**src/rtl/fifo_pkg.sv**
```systemverilog
// Shared definitions for the 8-entry FIFO control unit: state encoding and geometry.
package fifo_pkg;

    localparam int FIFO_DEPTH = 8;
    localparam int FIFO_AW    = 3;

    // Status FSM states; the encoding is fixed because other blocks decode it.
    typedef enum logic [2:0] {
        IDLE   = 3'd0,
        WRITE  = 3'd1,
        WR_ERR = 3'd2,
        READ   = 3'd3,
        RD_ERR = 3'd4,
        RW     = 3'd5
    } fifo_state_e;

endpackage

```
**src/rtl/fifo_fsm_out.sv**
```systemverilog
// Status FSM: remembers what happened to last cycle's requests and
// presents it as Moore ack/err flags for exactly one cycle.
module fifo_fsm_out
    import fifo_pkg::*;
(
    input  logic clk,
    input  logic reset_n,
    input  logic wa_i,
    input  logic ra_i,
    input  logic wr_en_i,
    input  logic rd_en_i,
    input  logic full_i,
    input  logic empty_i,
    output logic wr_ack_o,
    output logic wr_err_o,
    output logic rd_ack_o,
    output logic rd_err_o
);

    fifo_state_e state_q, state_d;

    // State register with synchronous active-low reset.
    always_ff @(posedge clk) begin
        if (!reset_n) begin
            state_q <= IDLE;
        end else begin
            state_q <= state_d;
        end
    end

    // Next state by priority (accepted traffic outranks errors), plus Moore decode of the current state.
    always_comb begin
        state_d  = IDLE;
        wr_ack_o = 1'b0;
        wr_err_o = 1'b0;
        rd_ack_o = 1'b0;
        rd_err_o = 1'b0;

        if (wa_i && ra_i) begin
            state_d = RW;
        end else if (wa_i) begin
            state_d = WRITE;
        end else if (ra_i) begin
            state_d = READ;
        end else if (wr_en_i && full_i) begin
            state_d = WR_ERR;
        end else if (rd_en_i && empty_i) begin
            state_d = RD_ERR;
        end

        case (state_q)
            WRITE:   wr_ack_o = 1'b1;
            READ:    rd_ack_o = 1'b1;
            RW: begin
                wr_ack_o = 1'b1;
                rd_ack_o = 1'b1;
            end
            WR_ERR:  wr_err_o = 1'b1;
            RD_ERR:  rd_err_o = 1'b1;
            default: ;
        endcase
    end

endmodule

```
**src/rtl/fifo_ctrl8.sv**
```systemverilog
// FIFO control unit: write head, read tail and occupancy for the 8 x 32 register
// bank, one-hot write enables, registered read-mux select and status flags.
module fifo_ctrl8
    import fifo_pkg::*;
#(
    parameter int DEPTH = FIFO_DEPTH,
    parameter int AW    = FIFO_AW,
    parameter int CW    = AW + 1
) (
    input  logic             clk,
    input  logic             reset_n,
    input  logic             wr_en,
    input  logic             rd_en,
    output logic [DEPTH-1:0] we,
    output logic [AW-1:0]    rd_sel,
    output logic [CW-1:0]    data_count,
    output logic             full,
    output logic             empty,
    output logic             wr_ack,
    output logic             wr_err,
    output logic             rd_ack,
    output logic             rd_err
);

    logic [AW-1:0] head_q, head_d;
    logic [AW-1:0] tail_q, tail_d;
    logic [AW-1:0] rd_sel_q, rd_sel_d;
    logic [CW-1:0] count_q, count_d;
    logic          wa;
    logic          ra;

    // Flags come from the registered count so accept decisions never chain through this cycle's requests.
    assign full       = (count_q == CW'(DEPTH));
    assign empty      = (count_q == '0);
    assign wa         = wr_en & ~full;
    assign ra         = rd_en & ~empty;
    assign data_count = count_q;
    assign rd_sel     = rd_sel_q;

    // One-hot write enable at the head; held off during reset so a discarded write never lands.
    always_comb begin
        we = '0;
        if (wa && reset_n) begin
            we = DEPTH'(1) << head_q;
        end
    end

    // Pointer and occupancy next-state; pointers wrap naturally at AW bits.
    always_comb begin
        head_d   = head_q;
        tail_d   = tail_q;
        rd_sel_d = rd_sel_q;
        count_d  = count_q;

        if (wa) begin
            head_d = head_q + AW'(1);
        end
        if (ra) begin
            rd_sel_d = tail_q;
            tail_d   = tail_q + AW'(1);
        end

        case ({wa, ra})
            2'b10:   count_d = count_q + CW'(1);
            2'b01:   count_d = count_q - CW'(1);
            default: count_d = count_q;
        endcase
    end

    // Control registers with synchronous active-low reset.
    always_ff @(posedge clk) begin
        if (!reset_n) begin
            head_q   <= '0;
            tail_q   <= '0;
            rd_sel_q <= '0;
            count_q  <= '0;
        end else begin
            head_q   <= head_d;
            tail_q   <= tail_d;
            rd_sel_q <= rd_sel_d;
            count_q  <= count_d;
        end
    end

    fifo_fsm_out u_fsm (
        .clk      (clk),
        .reset_n  (reset_n),
        .wa_i     (wa),
        .ra_i     (ra),
        .wr_en_i  (wr_en),
        .rd_en_i  (rd_en),
        .full_i   (full),
        .empty_i  (empty),
        .wr_ack_o (wr_ack),
        .wr_err_o (wr_err),
        .rd_ack_o (rd_ack),
        .rd_err_o (rd_err)
    );

endmodule

```
**config.mk**
```make
export PLATFORM = sky130hd
export DESIGN_NAME = fifo_ctrl8
export DESIGN_NICKNAME = d
export VERILOG_FILES = /design/src/rtl/fifo_pkg.sv /design/src/rtl/fifo_fsm_out.sv /design/src/rtl/fifo_ctrl8.sv
export SDC_FILE = /design/constraint.sdc
export NUM_CORES = 1
export LEC_CHECK = 0
export ABC_AREA = 0
export BUFFER_PORTS_ARGS = -buffer_cell sky130_fd_sc_hd__buf_2
export CORE_MARGIN = 5
export CORE_UTILIZATION = 46
export CTS_CLUSTER_DIAMETER = 200
export DETAILED_ROUTE_END_ITERATION = 10
export GPL_ROUTABILITY_DRIVEN = 1
export PLACE_DENSITY = 0.73
export SLEW_MARGIN = 10
export SYNTH_ARGS = -nofsm -noshare
export SYNTH_HDL_FRONTEND = slang
export SYNTH_SLANG_ARGS = --single-unit
```
**constraint.sdc**
```tcl
create_clock -name clk -period 2 [get_ports clk]
set_input_delay 0.1 -clock clk [delete_from_list [all_inputs] [get_ports clk]]
set_output_delay 0.1 -clock clk [all_outputs]
set_load 0.02 [all_outputs]
```
# [Word level (Yosys, flattened, before mapping)]
# Cells that the tools add are included.
[word_totals] word_cells=44 ff_bits=16 inputBits=4 out_inout_bits=21
[op_classes] n_bitwise=5 n_reduce_logical=9 muxes=11 n_addsub=4 shifts=1 n_eq_ne=8
[ops] op="$mux 3" n=5
[ops] op="$mux 8" n=1
[ops] op="$pmux 4 s2" n=1
[ops] op="$shl 1x3->8 const A" n=1
[ops] op="$add 3x1->3 const B" n=2
[ops] op="$eq 3x2->1 const B" n=2
[ops] op="$eq 3x3->1 const B" n=2
[ops] op="$add 4x1->4 const B" n=1
[ops] op="$eq 4x4->1 const B" n=1
[ops] op="$logic_and 1x1->1" n=4
[ops] op="$logic_not 4->1" n=1
[ops] op="$mux 1" n=4
[ops] op="$reduce_or 2->1" n=2
[ops] op="$sub 4x1->4 const B" n=1
[ops] op="$eq 3x1->1 const B" n=1
[ops] op="$not 1->1" n=3
[ops] op="$reduce_or 3->1" n=1
[ops] op="$and 1x1->1" n=2
[ops] op="$eq 2x1->1 const B" n=1
[ops] op="$eq 2x2->1 const B" n=1
[ops] op="$reduce_bool 2->1" n=1

# [Logic depth before layout (Yosys ltp)]
[logic_depth] depth_word=7 mapped_depth=11 mapped_depth_nobuf=11

# [Cells and area by module]
# A second synthesis with hierarchy kept.
[unflattened] cells_unflattened=100 area_unflattened_um2=954.7
[modules_own_cells] module="fifo_ctrl8" n_inst=1 cells_per_inst=87 area_per_inst_um2=818.3 seq_area_each_um2=260.2
[modules_own_cells] module="fifo_fsm_out" n_inst=1 cells_per_inst=13 area_per_inst_um2=136.4 seq_area_each_um2=60.1

# [Least setup slack after synthesis]
# Ideal clock, no wire load.
[synth_timing] path_kind="register -> register" startpoint="register count_q[1], in the netlist data_count[1]" endpoint="register count_q[2], in the netlist data_count[2]" arrival_time_ps=2085 stages_incl_launch_ff=11 period_less_slack_ps=2203 slack_ps=-203 setup_time_ps=118 required_time_ps=1882 path_buffers=0 path_cell_list="dfxtp_1 > nor3_4 > a21boi_4 > inv_1 > ha_1 > xor2_1 > ha_1 > a21oi_1 > xnor2_1 > nand2_1 > mux2i_1"
[synth_via] elab_chain_len=5 elab_cells_between_ends=12 classes_between="add/sub: 2; eq/ne: 3; mux: 1; bitwise: 4; reduce/logical: 2"
[synth_rtl] item="start: declaration" line="fifo_ctrl8.sv:28" rtl="logic [CW-1:0] count_q, count_d;"
[synth_rtl] item="start signal: assignment" line="fifo_ctrl8.sv:81" rtl="count_q <= count_d;"
[synth_rtl] item="$eq 4x4->1 (*)" line="fifo_ctrl8.sv:33" rtl="assign full = (count_q == CW'(DEPTH));"
[synth_rtl] item="$not 1->1 (*)" line="fifo_ctrl8.sv:35" rtl="assign wa = wr_en & ~full;"
[synth_rtl] item="$and 1x1->1 (*)" line="fifo_ctrl8.sv:35"
[synth_rtl] item="named net u_fsm.wa_i" line="fifo_fsm_out.sv:8" rtl="input logic wa_i,"
[synth_rtl] item="$eq 2x1->1 / $eq 2x2->1 (equally long branches)" line="fifo_ctrl8.sv:63" rtl="case ({wa, ra})"
[synth_rtl] item="$pmux 4 s2 / $reduce_bool 2->1 (equally long branches)"
# The timed path passes the listed nets; every way through them passes the cells marked *.
# A chain may end at the register's enable or synchronous reset.

# [Worst setup path after layout]
[layout_timing] startpoint="register count_q[2], in the netlist data_count[2]" endpoint="register count_q[2], in the netlist data_count[2]"
[layout_via] elab_chain_len=5 elab_cells_between_ends=12 classes_between="add/sub: 2; eq/ne: 3; mux: 1; bitwise: 4; reduce/logical: 2"
[layout_rtl] item="$logic_not 4->1 (*)" line="fifo_ctrl8.sv:34" rtl="assign empty = (count_q == '0);"
[layout_rtl] item="$not 1->1 (*)" line="fifo_ctrl8.sv:36" rtl="assign ra = rd_en & ~empty;"
[layout_rtl] item="$and 1x1->1 (*)" line="fifo_ctrl8.sv:36"
[layout_rtl] item="named net ra" line="fifo_ctrl8.sv:30" rtl="logic ra;"
[layout_rtl] item="$eq 2x1->1 / $eq 2x2->1 (equally long branches)" line="fifo_ctrl8.sv:63"
[layout_rtl] item="$pmux 4 s2 / $reduce_bool 2->1 (equally long branches)"
# Marked as above.

==> impl_metrics.env <==
export IMPL_finish_utilization_pct=63.94
export IMPL_fmax_mhz=520.3
export IMPL_nature_of_the_critical_path_startpoint="register"
export IMPL_timing_critical_path_required_ns=2.18
export IMPL_crit_family="simple AND/OR/NAND/NOR gates"
export IMPL_post_route_drc_count=0
export IMPL_stdcell_count=163
export IMPL_drt_pre_antenna_iters=4
export IMPL_detail_route_antenna_nets=0
export IMPL_cts_tree="yes"
export IMPL_worst_clk_skew_ns=0.009883
export IMPL_cpMaxStageDelayCell="dfxtp_4"
export IMPL_final_hold_worst_slack_ns=0.08826
export IMPL_rsz_0062_raised_after_global_routing="true"
export IMPL_postSynthNetCount=117
export IMPL_met2WireLength_um=895
export IMPL_holdCritPathClass="input pin to register"
export IMPL_globalRouteTotalUtil_pct=12.74
export IMPL_wl_met1_um=914
export IMPL_synth_seq_cells=16
export IMPL_synth_avg_cell_area_um2=9.811
export IMPL_wl_um=1949
export IMPL_hold_violations=0
export IMPL_path_max_fanout=3
export IMPL_die_area_um2=3183
export IMPL_pre_cts_slack_ns=-0.05534
export IMPL_grt_pass1_vias=782
export IMPL_dp_cells=156
export IMPL_timing_setup_critical_path_class="register to register"
export IMPL_global_route_wire_length_before_repair_um=3332
export IMPL_tritoncts_num_sinks=16
export IMPL_netlist_top_cells_area="dfxtp_1 32%, ha_1 15%, mux2i_1 9.1%"
export IMPL_grt_start_max_net_pins=22
export IMPL_max_slew_margin_pct=80.38
export IMPL_antenna_diode_count=0
export IMPL_clk_path_buf_depth=2
export IMPL_synth_seq_area_share_pct=32.32
export IMPL_cts_buffers_inserted=3
export IMPL_crit_path_cell_trace="nor3_4 -> buf_6 -> nand2b_4 -> nand2_4 -> inv_6 -> ha_4 -> xor2_1 -> ha_2 -> a21oi_2 -> xnor2_1 -> nand2_1 -> mux2i_1"
export IMPL_fp_dieH_um=56.42
export IMPL_setup_violations_final=0
export IMPL_cp_data_arrival_time_ns=2.11
export IMPL_wl_met3_um=126
export IMPL_dieWidth_um=56.42
export IMPL_max_cap_viol_count=0
export IMPL_dr_total_vias=788
export IMPL_number_of_cell_rows=16
export IMPL_synth_cell_area_um2=991.0
export IMPL_post_synth_top_area_cell="dfxtp_1"
export IMPL_netlist_area_leader_share_pct=32.32
export IMPL_core_area_um2=2002
export IMPL_maxUsedRoutingLayer="met4"
export IMPL_drive_above_1_share_pct=38.97
export IMPL_viasPerCell=4.834
export IMPL_syn_inst=101
export IMPL_total_leakage_power_nw=0.6811
export IMPL_peak_ir_drop_on_the_vdd_network_v=0.0008666
export IMPL_postLayoutSetupSlackWorst_ns=0.07818
export IMPL_cts_reportedPaths_clkPinSlew_ns=0.10
export IMPL_worst_slew_pin_slew_ns=0.2943
export IMPL_outcome="complete, no violations"
export IMPL_clock_tree_root_cell="clkbuf_4"
export IMPL_timing_critical_path_to_type="register"
export IMPL_power_density_nw_per_um2=1276
export IMPL_fin_crit_ns=1.922
export IMPL_io_pins=25
export IMPL_antenna_found_initial=0
export IMPL_initial_core_util_pct=49.50
export IMPL_clock_insertion_delay_worst_skew_ns=0.28
export IMPL_critical_path_s_largest_stage_delay_ns=0.36
export IMPL_synth_cell_types=27
export IMPL_area_growth_syn_to_layout_pct=29.17
export IMPL_hpwl_um=1450
export IMPL_final_net_count=153
export IMPL_gp_congestion=0.7219
export IMPL_critical_path_buf_inv_count=2
export IMPL_synth_yosys_warnings=0
export IMPL_initialDrtViolationCount=14
export IMPL_wl_per_cell_um=11.96
export IMPL_port_buffers=24
export IMPL_power_total_w=0.001634
export IMPL_drv_slew=0
export IMPL_timing_final_crit_share_pct=96.09
export IMPL_grt_overflow_total=0
export IMPL_ctsHtreeMaxLevel=1
## what timing repair did
item	4_1_cts	5_1_grt
hold buffers	0	0
pin swaps	2	5
endpoints found under the hold margin	0	0
buffers inserted	1	2
setup endpoints to repair	1	2
resized for setup	3	4
## layout by cell type (no fill, tap or decap), drive strengths merged
| cell type | synthesis | routed |
|---|---|---|
| buf | 0 | 33 |
| and3 | 9 | 9 |
| and3b | 1 | 1 |
| dfxtp | 16 | 16 |
| o31ai | 1 | 1 |
| nand2b | 5 | 5 |
| nand2 | 7 | 7 |
| a21boi | 2 | 2 |
| nor2 | 4 | 4 |
| clkbuf | 2 | 4 |
| mux2i | 9 | 9 |
| xor2 | 2 | 2 |
| and2 | 5 | 5 |
| o21ai | 1 | 1 |
| ha | 12 | 12 |
| a21oi | 2 | 2 |
| nand4b | 1 | 1 |
| nor4b | 1 | 1 |
| inv | 6 | 6 |
| xnor2 | 4 | 4 |
| nor3 | 1 | 1 |
| nor2b | 9 | 9 |
| o211a | 1 | 1 |
## logic make-up after synthesis
family	share of synthesized area, %
AND/OR/NAND/NOR	28.66
flip-flops	32.32
adder cells (fa/ha/maj)	15.15
multiplexers	9.091
buffers and inverters	3.536
AO/OA/AOI/OAI	5.935
XOR/XNOR	5.303
## power breakdown
| part | switching [W] | internal [W] |
|---|---|---|
| Sequential | 0.0000664 | 0.000400 |
| Clock | 0.000102 | 0.000111 |
| Combinational | 0.000504 | 0.000451 |
| Total | 0.000672 | 0.000962 |
## final cells by class
type,count,area [um2]
multi-input combinational,77,661.9
sequential,16,329.1
fill,171,721.9
timing repair buffer,33,191.4
inverter,6,27.53
tap,27,33.78
clock buffer,4,36.28
## synthesized netlist by cell type
cell,instances
dfxtp_1,16
ha_1,12
and3_1,9
mux2i_1,9
nor2b_1,9
inv_1,5
nand2_1,5
and2_1,4
nand2b_1,4
nor2_1,4
xnor2_1,4
a21oi_1,2
clkbuf_1,2
nand2_4,2
xor2_1,2
a21boi_0,1
a21boi_4,1
and2_4,1
and3b_1,1
inv_6,1
nand2b_4,1
nand4b_1,1
nor3_4,1
nor4b_1,1
o211a_1,1
o21ai_0,1
o31ai_1,1
## per-stage QoR
stage	setup TNS, ns	area [um2]
after floorplan	0	1002
after global placement	0	1194
after detailed placement	-0.05534	1194
after CTS	0	1255
after global routing	-0.06335	1280
final	0	1280
## per-layer routing
| layer | vias up | global-route usage, % |
|---|---|---|
| met4 | 0 | 4.068 |
| li1 | 408 | - |
| met5 | - | 0 |
| met3 | 2 | 3.440 |
| met1 | 357 | 15.56 |
| met2 | 21 | 21.54 |
## sequential cells by signal, indices dropped and copies added, names as in the netlist
register	flops
rd_sel	3
data_count	4
head_q	3
tail_q	3
u_fsm.state_q	3
## worst paths after layout
kind / cells after the start / slack (ns) / start / endpoint
worst max-delay path: 12 / 0.08 / data_count[2]$_SDFFE_PN0P_ / data_count[2]$_SDFFE_PN0P_
worst min-delay path: 2 / 0.09 / rd_en / u_fsm.state_q[2]$_SDFF_PN0_
worst max register to register: 12 / 0.08 / data_count[2]$_SDFFE_PN0P_ / data_count[2]$_SDFFE_PN0P_
worst min register to register: 2 / 0.52 / rd_sel[1]$_SDFFE_PN0P_ / rd_sel[1]$_SDFFE_PN0P_
No activity file was read; power rests on OpenSTA's default activity.
